[src/rtl/traffic_lights_monitor.sv]
// rtl/traffic_lights_monitor.sv - safety checker on the four light buses; latches faults and requests flash mode
module traffic_lights_monitor #(
  parameter logic [31:0] MIN_YELLOW = 32'd150_000_000,
  parameter logic [31:0] MAX_HOLD   = 32'd3_000_000_000
) (
  input  logic       clk,
  input  logic       rst_n,
  input  logic [2:0] light_N,
  input  logic [2:0] light_S,
  input  logic [2:0] light_E,
  input  logic [2:0] light_W,
  input  logic       clr_fault,
  output logic       fault,
  output logic [2:0] fault_code,
  output logic       flash_en,
  output logic [7:0] fault_cnt
);

  typedef enum logic [1:0] {
    ST_INIT  = 2'd0,
    ST_RUN   = 2'd1,
    ST_FAULT = 2'd2
  } state_t;

  localparam logic [2:0] GREEN  = 3'b001;
  localparam logic [2:0] YELLOW = 3'b010;
  localparam logic [2:0] RED    = 3'b100;

  localparam logic [2:0] CODE_ILLEGAL  = 3'd1;
  localparam logic [2:0] CODE_CONFLICT = 3'd2;
  localparam logic [2:0] CODE_BAD_SEQ  = 3'd3;
  localparam logic [2:0] CODE_SHORT_Y  = 3'd4;
  localparam logic [2:0] CODE_WATCHDOG = 3'd5;

  // Direction slices in the packed light vectors: N=0, S=1, E=2, W=3.
  logic [11:0] cur_q, prev_q;
  logic [31:0] yel_q [4];
  logic [31:0] yel_d [4];
  logic [31:0] wd_q, wd_d;
  state_t      state_q, state_d;
  logic        fault_q, fault_d;
  logic [2:0]  code_q, code_d;
  logic [7:0]  cnt_q, cnt_d;
  logic        clr_cnt;
  logic        hit_ill, hit_conf, hit_bad, hit_short, hit_wd;
  logic [2:0]  hit_code;

  // Sample the light buses and keep the previous sample for transition checks.
  always_ff @(posedge clk or negedge rst_n) begin
    if (!rst_n) begin
      cur_q  <= {RED, RED, RED, RED};
      prev_q <= {RED, RED, RED, RED};
    end else begin
      cur_q  <= {light_W, light_E, light_S, light_N};
      prev_q <= cur_q;
    end
  end

  // Combinational rule evaluation on cur/prev, reduced to the lowest-numbered cause.
  always_comb begin
    hit_ill   = 1'b0;
    hit_bad   = 1'b0;
    hit_short = 1'b0;
    hit_code  = 3'd0;
    for (int i = 0; i < 4; i++) begin
      if (!(cur_q[3*i +: 3] == GREEN || cur_q[3*i +: 3] == YELLOW || cur_q[3*i +: 3] == RED))
        hit_ill = 1'b1;
      if ((prev_q[3*i +: 3] == GREEN  && cur_q[3*i +: 3] == RED)    ||
          (prev_q[3*i +: 3] == RED    && cur_q[3*i +: 3] == YELLOW) ||
          (prev_q[3*i +: 3] == YELLOW && cur_q[3*i +: 3] == GREEN))
        hit_bad = 1'b1;
      if (prev_q[3*i +: 3] == YELLOW && cur_q[3*i +: 3] == RED && yel_q[i] < MIN_YELLOW)
        hit_short = 1'b1;
    end
    hit_conf = (|cur_q[1:0] | |cur_q[4:3]) & (|cur_q[7:6] | |cur_q[10:9]);
    hit_wd   = (wd_q == MAX_HOLD);
    if (hit_ill)        hit_code = CODE_ILLEGAL;
    else if (hit_conf)  hit_code = CODE_CONFLICT;
    else if (hit_bad)   hit_code = CODE_BAD_SEQ;
    else if (hit_short) hit_code = CODE_SHORT_Y;
    else if (hit_wd)    hit_code = CODE_WATCHDOG;
  end

  // Next state and fault outputs; checks only act in RUN, clear only acts in FAULT.
  always_comb begin
    state_d = state_q;
    fault_d = fault_q;
    code_d  = code_q;
    cnt_d   = cnt_q;
    clr_cnt = 1'b0;
    case (state_q)
      ST_INIT: state_d = ST_RUN;
      ST_RUN: begin
        if (hit_code != 3'd0) begin
          state_d = ST_FAULT;
          fault_d = 1'b1;
          code_d  = hit_code;
          if (cnt_q != 8'hFF) cnt_d = cnt_q + 8'd1;
        end
      end
      ST_FAULT: begin
        if (clr_fault) begin
          state_d = ST_INIT;
          fault_d = 1'b0;
          code_d  = 3'd0;
          clr_cnt = 1'b1;
        end
      end
      default: state_d = ST_INIT;
    endcase
  end

  // Yellow-duration and no-change watchdog counters, both saturating.
  always_comb begin
    for (int i = 0; i < 4; i++) begin
      if (clr_cnt)
        yel_d[i] = 32'd0;
      else if (cur_q[3*i +: 3] == YELLOW)
        yel_d[i] = (yel_q[i] >= MIN_YELLOW) ? yel_q[i] : yel_q[i] + 32'd1;
      else
        yel_d[i] = 32'd0;
    end
    if (clr_cnt || cur_q != prev_q)
      wd_d = 32'd0;
    else
      wd_d = (wd_q >= MAX_HOLD) ? wd_q : wd_q + 32'd1;
  end

  // State, fault and counter registers.
  always_ff @(posedge clk or negedge rst_n) begin
    if (!rst_n) begin
      state_q <= ST_INIT;
      fault_q <= 1'b0;
      code_q  <= 3'd0;
      cnt_q   <= 8'd0;
      wd_q    <= 32'd0;
      for (int i = 0; i < 4; i++) yel_q[i] <= 32'd0;
    end else begin
      state_q <= state_d;
      fault_q <= fault_d;
      code_q  <= code_d;
      cnt_q   <= cnt_d;
      wd_q    <= wd_d;
      for (int i = 0; i < 4; i++) yel_q[i] <= yel_d[i];
    end
  end

  assign fault      = fault_q;
  assign flash_en   = fault_q;
  assign fault_code = code_q;
  assign fault_cnt  = cnt_q;

endmodule

[config.mk]
export PLATFORM = sky130hd
export DESIGN_NAME = traffic_lights_monitor
export DESIGN_NICKNAME = d
export VERILOG_FILES = /design/src/rtl/traffic_lights_monitor.sv
export SDC_FILE = /design/constraint.sdc
export NUM_CORES = 1
export LEC_CHECK = 0
export CAP_MARGIN = 20
export CORE_ASPECT_RATIO = 0.6
export CORE_MARGIN = 2
export CORE_UTILIZATION = 50
export DETAILED_ROUTE_END_ITERATION = 12
export PLACE_DENSITY_LB_ADDON = 0.25
export SETUP_SLACK_MARGIN = 0.3
export SLEW_MARGIN = 20
export SYNTH_ARGS = -nofsm -noshare
export SYNTH_HDL_FRONTEND = slang
export SYNTH_SLANG_ARGS = --single-unit
[constraint.sdc]
create_clock -name clk -period 7.6 [get_ports clk]
set_input_delay 0.76 -clock clk [delete_from_list [all_inputs] [get_ports clk]]
set_output_delay 0.76 -clock clk [all_outputs]
set_load 0.02 [all_outputs]
==> impl_metrics.env <==
export IMPL_grt_max_degree=123
export IMPL_synthSimpleGateAreaFrac_pct=26.90
export IMPL_crit_start="yel_q[63]"
export IMPL_antenna_found_initial=0
export IMPL_finalSetupTns_ps=0
export IMPL_r2r_start="yel_q[63]"
export IMPL_min_path_cells=0
export IMPL_ios=28
export IMPL_synth_top_family_by_area="simple AND/OR/NAND/NOR gates"
export IMPL_chipWidth_um=188.7
export IMPL_wl_um=20950
export IMPL_arrival_ps=3410
export IMPL_synth_edf_count=0
export IMPL_drv_slew=0
export IMPL_floorplan_initialDensity_pct=51.09
export IMPL_synth_xor_area_share_pct=11.47
export IMPL_clock_fmax_mhz=324.5
export IMPL_wire_per_inst_um=15.26
export IMPL_start_kind="register"
export IMPL_ys_types=76
export IMPL_utilization_pct=56.56
export IMPL_crit_path_end="fault_cnt[6]"
export IMPL_maxCapViolations=0
export IMPL_clock_latency_ps=440
export IMPL_synth_ff_type="dfrtp_1"
export IMPL_rsz0062_at_grt="no"
export IMPL_diodes=0
export IMPL_synth_fa_ha_area_share_pct=1.346
export IMPL_rows=40
export IMPL_slew_headroom_pct=31.93
export IMPL_layout_common_cells="190 x dfrtp_1, 173 x nor2_1, 74 x nand2_1, 70 x xnor2_1, 64 x xor2_1"
export IMPL_skew_ps=9.611
export IMPL_r2r_slack_ps=4520
export IMPL_critPathBufInv=1
export IMPL_r2r_end="fault_cnt[6]"
export IMPL_grt_pass1_wl_um=36760
export IMPL_ir_drop_v=0.0001648
export IMPL_grt_pass1_vias=7318
export IMPL_htree_levels=4
export IMPL_end_kind="register"
export IMPL_crit_chain="nor4_1, and3_1, nand2_1, buf_4, or2_2, a31oi_4, mux2_1"
export IMPL_path_class="register to register"
export IMPL_fin_cells=1373
export IMPL_yosys_warnings=0
export IMPL_postCtsHoldBufs=0
export IMPL_synth_seq_cells=198
export IMPL_dp_hpwl_um=14150
export IMPL_synth_nets=1104
export IMPL_cp_slowest_stage_delay_ps=670
export IMPL_fin_crit_sh_pct=40.55
export IMPL_critical_path_depth=7
export IMPL_synthMuxAreaShare_pct=0.4037
export IMPL_dieArea_um2=21660
export IMPL_ant_nets=0
export IMPL_reg2reg_depth=7
export IMPL_required_ps=7930
export IMPL_cts_setup_buffers=0
export IMPL_seq_area_frac_synth_pct=48.54
export IMPL_avgSynthCellArea_um2=9.488
export IMPL_grtUsageTotal_pct=20.86
export IMPL_die_h_um=114.8
export IMPL_outcome="finished, final reports clean"
export IMPL_async_flop_share_pct=100.0
export IMPL_dpl_cell_count=1340
export IMPL_post_cts_resized=0
export IMPL_drt_pass1_iter_count=7
export IMPL_cpLargestDelayFamily="simple AND/OR/NAND/NOR gates"
export IMPL_crit_fanout=19
export IMPL_holdWs_ps=440.8
export IMPL_cts_sinks=198
export IMPL_synth_compound_area_share_pct=8.440
export IMPL_syn_inst=1078
export IMPL_hold_path_class="register to register"
export IMPL_portBuffers=27
export IMPL_nets=1113
export IMPL_core_area_um2=20020
export IMPL_cts_max_path_buffers=2
export IMPL_p_leak_uw=0.004383
export IMPL_setup_viol=0
export IMPL_worst_slew_pin_slew_ps=1021
export IMPL_drc=0
export IMPL_gp_congestion=0.8212
export IMPL_areaGrowthSynthToFinish_pct=10.69
export IMPL_cts_tree="yes"
export IMPL_via_count=7795
export IMPL_cp_slowest_cell="nor4_1"
export IMPL_clk_pin_slew_ps=80
export IMPL_layout_drive_gt1_share_pct=6.182
export IMPL_synth_area_um2=10230
export IMPL_grt_ovfl_total=0
export IMPL_drtIter0Drc=572
export IMPL_via_per_inst=5.677
export IMPL_cts_inserted_buffers=17
export IMPL_power_density_nw_per_um2=201.8
export IMPL_hold_viol_final=0
export IMPL_fin_crit_ps=3082
export IMPL_root_buffer="clkbuf_16"
export IMPL_final_common_cell="dfrtp_1"
layer usage:
metal | track usage, % | vias to the layer above | part of all wire, %
li1 | - | 3804 | -
met1 | 33.07 | 3824 | 54
met2 | 28.82 | 152 | 41
met3 | 4.121 | 15 | 3.9
met4 | 5.625 | 0 | 0.85
met5 | 0 | - | 0
synth_stat cells, drive strengths merged (2+ instances only):
library cell | instances | area [um2]
a2111oi | 6 | 77.58
a211oi | 2 | 15.01
a21o | 3 | 22.52
a21oi | 29 | 145.1
a22o | 2 | 17.52
a22oi | 5 | 42.54
a31oi | 5 | 46.29
a41oi | 3 | 26.28
and2 | 21 | 133.9
and3 | 32 | 200.2
and4 | 12 | 105.1
buf | 8 | 48.79
clkbuf | 33 | 123.9
dfrtp | 190 | 4755
dfstp | 8 | 210.2
ha | 11 | 137.6
inv | 33 | 123.9
mux2i | 3 | 30.03
nand2 | 74 | 277.8
nand2b | 7 | 43.79
nand3 | 60 | 300.3
nand3b | 2 | 15.01
nand4 | 35 | 219.0
nand4b | 3 | 26.28
nor2 | 173 | 649.4
nor2b | 3 | 18.77
nor3 | 28 | 140.1
nor3b | 3 | 27.52
nor4 | 34 | 219.0
nor4b | 2 | 17.52
nor4bb | 7 | 70.07
o211ai | 7 | 52.55
o21a | 2 | 15.01
o21ai | 30 | 153.9
o22ai | 4 | 31.28
o31a | 2 | 17.52
o41ai | 3 | 33.79
or2 | 6 | 37.54
or3 | 25 | 161.4
or4 | 5 | 37.54
or4b | 3 | 30.03
xnor2 | 70 | 613.1
xor2 | 64 | 560.5
cell type report:
class                   instances  area [um2]
multi-input cells             806        4967
clock inverters                15       175.2
fillers                      1762        8697
inverters                      33       123.9
well taps                     273       341.6
flip-flops and latches        198        4965
repair buffers                 31       324.1
clock buffers                  17       425.4
stage by stage:
| stage | area, um2 | power (uW) | setup WS [ps] |
|---|---|---|---|
| after floorplan | 10230 | 1279 | 5053 |
| after global placement | 10690 | 1377 | 4483 |
| after detailed placement | 10690 | 1380 | 4447 |
| after CTS | 11290 | 2312 | 4561 |
| after global routing | 11320 | 2389 | 4347 |
| final | 11320 | 2284 | 4518 |
cell families (layout without fill, tap and decap cells):
| logic type | count (synthesis) | count (layout) |
|---|---|---|
| multiplexers | 4 | 4 |
| flip-flops | 198 | 198 |
| buffers and inverters | 74 | 96 |
| AO/OA/AOI/OAI | 120 | 120 |
| adder cells (fa/ha/maj) | 11 | 11 |
| AND/OR/NAND/NOR | 537 | 537 |
| XOR/XNOR | 134 | 134 |
sequential cells by signal, indices dropped and copies added, names as in the netlist:
signal / flops
fault: 1
state_q: 2
wd_q: 32
fault_cnt: 8
fault_code: 3
cur_q: 12
yel_q: 128
prev_q: 12
where the power goes:
| group | switching, uW | internal, uW |
|---|---|---|
| clock | 449 | 475 |
| combinational | 134 | 93.7 |
| sequential | 45.0 | 1090 |
| total | 628 | 1660 |
worst min-delay path by stage:
stage	to	startpoint	slack, ps
finish	prev_q[8]	cur_q[8]	440
global route	prev_q[8]	cur_q[8]	450
CTS	prev_q[8]	cur_q[8]	440
detailed placement	prev_q[2]	cur_q[2]	420
global placement	prev_q[2]	cur_q[2]	420
floorplan	prev_q[0]	cur_q[0]	350
Note: power is estimated with default switching activity, not from simulation.
